<file path="config.mk">
export PLATFORM = sky130hd
export DESIGN_NAME = decode_38_hold
export DESIGN_NICKNAME = d
export VERILOG_FILES = /design/src/rtl/decode_38_hold.sv
export SDC_FILE = /design/constraint.sdc
export NUM_CORES = 1
export LEC_CHECK = 0
export CORE_MARGIN = 8
export CORE_UTILIZATION = 40
export CTS_CLUSTER_DIAMETER = 60
export DETAILED_ROUTE_END_ITERATION = 10
export GPL_TIMING_DRIVEN = 0
export PLACE_DENSITY = 0.69
export SYNTH_ARGS = -nofsm -noshare
export SYNTH_HDL_FRONTEND = slang
export SYNTH_SLANG_ARGS = --single-unit
</file>
<file path="constraint.sdc">
create_clock -name clk -period 2.05 [get_ports clk]
set_input_delay 0.5125 -clock clk [delete_from_list [all_inputs] [get_ports clk]]
set_output_delay 0.5125 -clock clk [all_outputs]
set_load 0.02 [all_outputs]
</file>
<file path="src/rtl/decode_38_hold.sv">
// 3-to-8 one-hot decoder that accepts a code over a valid/ready handshake and
// holds the decoded word for HOLD_CYCLES clocks before returning to idle.
//
//   state | meaning
//   IDLE  | ready for a code, one-hot register cleared
//   HOLD  | driving the decoded word, counter running down to zero
module decode_38_hold #(
    parameter int HOLD_CYCLES = 4,
    parameter int CNT_W       = 8
) (
    input  logic             clk,
    input  logic             rst_n,
    input  logic [2:0]       din,
    input  logic             din_valid,
    output logic             din_ready,
    input  logic             en,
    output logic [7:0]       dout,
    output logic             busy,
    output logic             done,
    output logic [2:0]       last_code
);

    // A zero hold length is treated as a single-cycle hold.
    localparam int               HOLD_EFF = (HOLD_CYCLES < 1) ? 1 : HOLD_CYCLES;
    localparam logic [CNT_W-1:0] CNT_LOAD = CNT_W'(HOLD_EFF - 1);

    typedef enum logic {
        IDLE = 1'b0,
        HOLD = 1'b1
    } state_t;

    state_t           state, state_nxt;
    logic [7:0]       onehot, onehot_nxt;
    logic [CNT_W-1:0] cnt, cnt_nxt;
    logic [2:0]       code_q, code_nxt;
    logic             done_q, done_nxt;
    logic             accept;

    always_ff @(posedge clk) begin
        if (!rst_n) begin
            state  <= IDLE;
            onehot <= 8'h00;
            cnt    <= '0;
            code_q <= 3'd0;
            done_q <= 1'b0;
        end else begin
            state  <= state_nxt;
            onehot <= onehot_nxt;
            cnt    <= cnt_nxt;
            code_q <= code_nxt;
            done_q <= done_nxt;
        end
    end

    always_comb begin
        state_nxt  = state;
        onehot_nxt = onehot;
        cnt_nxt    = cnt;
        code_nxt   = code_q;
        done_nxt   = 1'b0;
        accept     = 1'b0;
        case (state)
            IDLE: begin
                onehot_nxt = 8'h00;
                accept     = din_valid;
                if (accept) begin
                    state_nxt  = HOLD;
                    onehot_nxt = 8'h01 << din;
                    cnt_nxt    = CNT_LOAD;
                    code_nxt   = din;
                end
            end
            HOLD: begin
                if (cnt != '0) begin
                    cnt_nxt = cnt - CNT_W'(1);
                end else begin
                    state_nxt  = IDLE;
                    onehot_nxt = 8'h00;
                    done_nxt   = 1'b1;
                end
            end
            default: begin
                state_nxt  = IDLE;
                onehot_nxt = 8'h00;
            end
        endcase
    end

    assign din_ready = (state == IDLE);
    assign busy      = (state == HOLD);
    assign done      = done_q;
    assign last_code = code_q;
    // Enable gates only the visible word; timing continues underneath.
    assign dout      = en ? onehot : 8'h00;

endmodule

</file>
======== Word level (Yosys, flattened, before mapping) ========
Cells that the tools add are included.
word-level totals
  output and inout port bits .............. 14
  bits of input ports ..................... 7
  register bits ........................... 21
  bits in latches ......................... 0
  bits in writable memories ............... 0
  memories ................................ 0
  logic and storage cells ................. 26
  memory bits (read-only) ................. 0
cells by class
  add/sub/neg operators ................... 1
  mux-type cells .......................... 11
  reduce and logical (&&, ||, !) cells .... 4
  shift operators ......................... 1
  eq/ne operators ......................... 3
  divide/modulo/power cells ............... 0
  $lt $le $gt $ge ......................... 0
  multipliers ............................. 0
  bitwise gates (word level) .............. 1
operators with widths
  kind                 count
  $mux 8               5
  $pmux 8 s2           2
  $reduce_bool 8->1    1
  $shl 1x3->8 const A  1
  $sub 8x1->8 const B  1
  $reduce_and 2->1     3
  $ne 2x2->1 const B   2
  $mux 1               3
  $ne 2x1->1 const B   1
  $pmux 1 s2           1
  $not 1->1            1

======== Logic depth before layout (Yosys ltp) ========
  word-level depth ........................ 3
  mapped depth ............................ 6
  depth with buffers taken out ............ 6

======== Worst setup path after synthesis ========
No wires, ideal clock.
  path kind ............................... register to register
  from .................................... register cnt[0]
  to ...................................... register cnt[6]
  library setup time ...................... 116 ps
  arrival ................................. 1,527 ps
  stages on the path, launching flop included .. 7
  buffers on the path ..................... 0
  slack ................................... 407 ps
  period minus slack after synthesis ...... 1,643 ps
  path through ............................ dfxtp_1 inv_1 ha_1 or3b_1 a2111oi_2 xnor2_1 nor2_1
between the ends
  longest elaborated chain between the ends .. 3
  elaborated cells on any way between the ends .. 6
  those cells by class .................... add/sub: 1; eq/ne: 1; mux: 2; reduce/logical: 2
ends and longest elaborated chain
  element                                                  RTL line  source
  from (decl)                                              34        logic [CNT_W-1:0] cnt, cnt_nxt;
  from (signal assigned)                                   49        cnt <= cnt_nxt;
  $sub 8x1->8 / $reduce_bool 8->1 (equally long branches)  75, 74
  $mux 8 / $ne 2x1->1 (equally long branches)              n/a
  $pmux 8 s2 / $reduce_and 2->1 (equally long branches)    n/a
Parallel ways exist; a longest one is shown, timed or not. The select of a mux whose other input is x is not followed.
A chain may end at the register's enable or synchronous reset.

======== Worst setup path after layout ========
  from .................................... register state, in the netlist busy
  to ...................................... output port din_ready
between the ends
  longest elaborated chain between the ends .. 1
ends and longest elaborated chain
  element                 RTL line  source
  from (decl)             32        state_t state, state_nxt;
  from (signal assigned)  47        state <= state_nxt;
  $not 1->1               n/a
  to (decl)               15        output logic din_ready,
Every way passes these cells.

==> flow_metrics.py <==
metrics = {
    "status": {
        "status": "completed",
    },
    "global_route": {
        "grt_remaining_overflow": 0,
        "pin_count_of_the_biggest_net_entering_global_routing": 14,
        "antenna_violations_before_repair": 0,
        "all_layer_gr_usage_pct": 10.0,
        "grt_pass1_vias": 770,
        "grt_pass1_wl_um": 3410,
    },
    "timing": {
        "final_cycle_utilization_of_the_critical_path_pct": 93.9,
        "timing.final.hold_violations": 0,
        "timing.final.max_slew_violations": 0,
        "fin_hold_ws_ns": 0.460,
        "final.setup_skew_ns": 0.00548,
        "layout_min_cycle_time_ns": 1.93,
        "max_slew_headroom_at_the_worst_pin_pct": 62.1,
        "maxClockFrequency_mhz": 519,
        "max_slew.worst_pin.slew_ns": 0.565,
        "setup_violations": 0,
        "grt_setup_unrepaired": "false",
        "setup_ws_post_layout_ns": 0.125,
    },
    "routing": {
        "drc": 0,
        "via_count": 874,
        "detail_route.vias_per_cell": 5.40,
        "drt-initial-drc-count": 30,
        "detail_route.wirelength_um": 2150,
        "first_pass_detailed_route_iteration_total": 4,
        "ant_nets": 0,
        "post_drt_wl_per_cell_um": 13.3,
    },
    "worst_setup_path": {
        "timing.critical_path.to_type": "primary output",
        "setup_slack_of_the_most_critical_reg_to_reg_path_ns": 0.28,
        "crit_path_kind": "reg2out",
        "arrival_ns": 1.41,
        "required_time_at_the_worst_slack_endpoint_ns": 1.54,
        "crit_path_start_kind": "flop",
        "crit_fanout": 9,
        "rr_worst_depth": 6,
    },
    "finish": {
        "area_growth_syn_to_layout_pct": 26.4,
        "layout.cells.most_common_list": "sky130_fd_sc_hd__dfxtp_1 (20), sky130_fd_sc_hd__nor2_1 (14), sky130_fd_sc_hd__nand2_1 (13), sky130_fd_sc_hd__and2_1 (11), sky130_fd_sc_hd__clkdlybuf4s50_1 (10)",
        "final_net_count": 141,
        "post_route_cells_drive_above_1_share_pct": 8.33,
        "postLayoutCellArea_um2": 1220,
        "mostFrequentLayoutCell": "sky130_fd_sc_hd__dfxtp_1",
        "antennaDiodeCount": 0,
    },
    "cts": {
        "clkLatencyLatePin_ns": 0.32,
        "cts_max_path_buffers": 2,
        "ctsRootBufferMaster": "sky130_fd_sc_hd__clkbuf_4",
        "clock-sinks": 21,
        "cts_resized": 16,
        "tritoncts": "done",
        "ctsHtreeMaxLevel": 1,
        "cts_hold_buf": 0,
        "postCtsSetupRepairBufs": 0,
        "tritoncts.num_buffers": 3,
        "clk_pin_slew_ns": 0.13,
    },
    "logic_synthesis": {
        "number_of_synthesized_register_bits": 21,
        "yosysSeqAreaShare_pct": 43.5,
        "post_synth_inst_count": 109,
        "synth_warnings": 0,
        "total_standard_cell_area_after_synthesis_um2": 967,
        "synth_top_area_share_pct": 43.5,
        "syn_avg_cell_area_um2": 8.87,
        "yosysUniqueCellTypes": 34,
        "synth_top_cells_by_area": "sky130_fd_sc_hd__dfxtp_1 (43%), sky130_fd_sc_hd__and2_1 (7.1%), sky130_fd_sc_hd__nor2_1 (5.4%)",
        "mappedNetlistNets": 117,
        "post_synth_top_area_cell": "sky130_fd_sc_hd__dfxtp_1",
    },
    "placement": {
        "placement.setup.worst_slack_ns": -0.330,
        "io_buffers": 19,
        "gpl.final_weighted_congestion": 0.836,
        "dpl-instance-area_um2": 1190,
        "dp_hpwl_um": 1680,
    },
    "die": {
        "die_w_um": 65.2,
        "die_h_um": 65.2,
        "placeableCoreArea_um2": 2390,
        "die_area_um2": 4250,
        "pin_count": 21,
        "rows": 18,
        "initial_util_pct": 40.5,
    },
    "hold_path": {
        "hold_crit_path_type": "reg2reg",
        "hold_path_depth": 1,
    },
    "flow_run": {
        "cap_violations": 0,
    },
    "power_and_ir_drop": {
        "powerDensity_nw_per_um2": 832,
        "vdd.ir_drop.worst_mv": 0.467,
        "cellLeakagePower_nw": 0.500,
    },
}
-- power by group --
group | internal, W | total, W | switching (W) | leakage [nW]
Clock | 0.0000745 | 0.000216 | 0.000141 | 0.0139
Combinational | 0.000139 | 0.000303 | 0.000163 | 0.314
Sequential | 0.000449 | 0.000498 | 0.0000486 | 0.172
Total | 0.000663 | 0.00102 | 0.000353 | 0.500
-- cell families (layout without fill, tap and decap cells) --
group,Yosys count,in the layout,synth area share (%)
simple gates,55,55,30.4
xor+xnor,1,1,0.906
buf+inv,6,29,3.10
compound gates,25,25,20.8
fa+ha+maj,1,1,1.29
flops,21,21,43.5
-- per-layer routing --
metal  track usage (%)  wire [um]  vias to the layer above
li1                  -          -                      434
met1              11.2        973                      410
met2              17.2       1010                       25
met3              2.55        137                        5
met4              4.90         32                        0
met5                 0          0                        -
-- synth_stat cells, drive strengths merged --
master and n:
dfxtp 21, nor2 14, nand2 13, and2 11, a21boi 5, a22o 4
nor3 4, a31oi 3, inv 3, nand3 3, a21o 2, a41o 2
buf 2, nand2b 2, nor4 2, o21ai 2, o2bb2ai 2, or3 2
a2111oi 1, a21oi 1, a31o 1, a41oi 1, clkbuf 1, ha 1
nor2b 1, nor4b 1, o211a 1, or2 1, or3b 1, xnor2 1
-- flip-flops by register name, summed over array words and instances (netlist names) --
register   cells
last_code      3
busy           1
done           1
cnt            8
onehot         8
-- path summary, 6_finish.rpt --
kind	start	end
hold reg to reg	onehot[4]	onehot[4]
setup reg to reg	cnt[0]	cnt[6]
hold / removal	onehot[4]	onehot[4]
setup / recovery	busy	din_ready
-- through the flow --
stage	cells	setup TNS [ns]	util (%)	power, W
2_1_floorplan	109	0	-	0.000721
3_3_place_gp	158	-2.36	50.1	0.000801
3_5_place_dp	158	-2.62	50.1	0.000812
4_1_cts	162	0	51.2	0.00102
5_1_grt	162	0	51.2	0.00107
6_report	162	0	51.2	0.00102
-- area by class of cell --
class | count | area [um2]
Buffer | 3 | 18.8
Inverter | 3 | 11.3
Fill cell | 237 | 1160
Sequential cell | 21 | 422
Timing Repair Buffer | 19 | 186
Tap cell | 30 | 37.5
Clock buffer | 3 | 22.5
Clock inverter | 1 | 7.51
Multi-Input combinational cell | 82 | 517
-- worst max-delay path, stage by stage (launching register included) --
cell                              delay, ns
sky130_fd_sc_hd__dfxtp_2               0.40
sky130_fd_sc_hd__inv_2                 0.10
sky130_fd_sc_hd__clkdlybuf4s50_1       0.60
(Power assumes the default switching activity.)
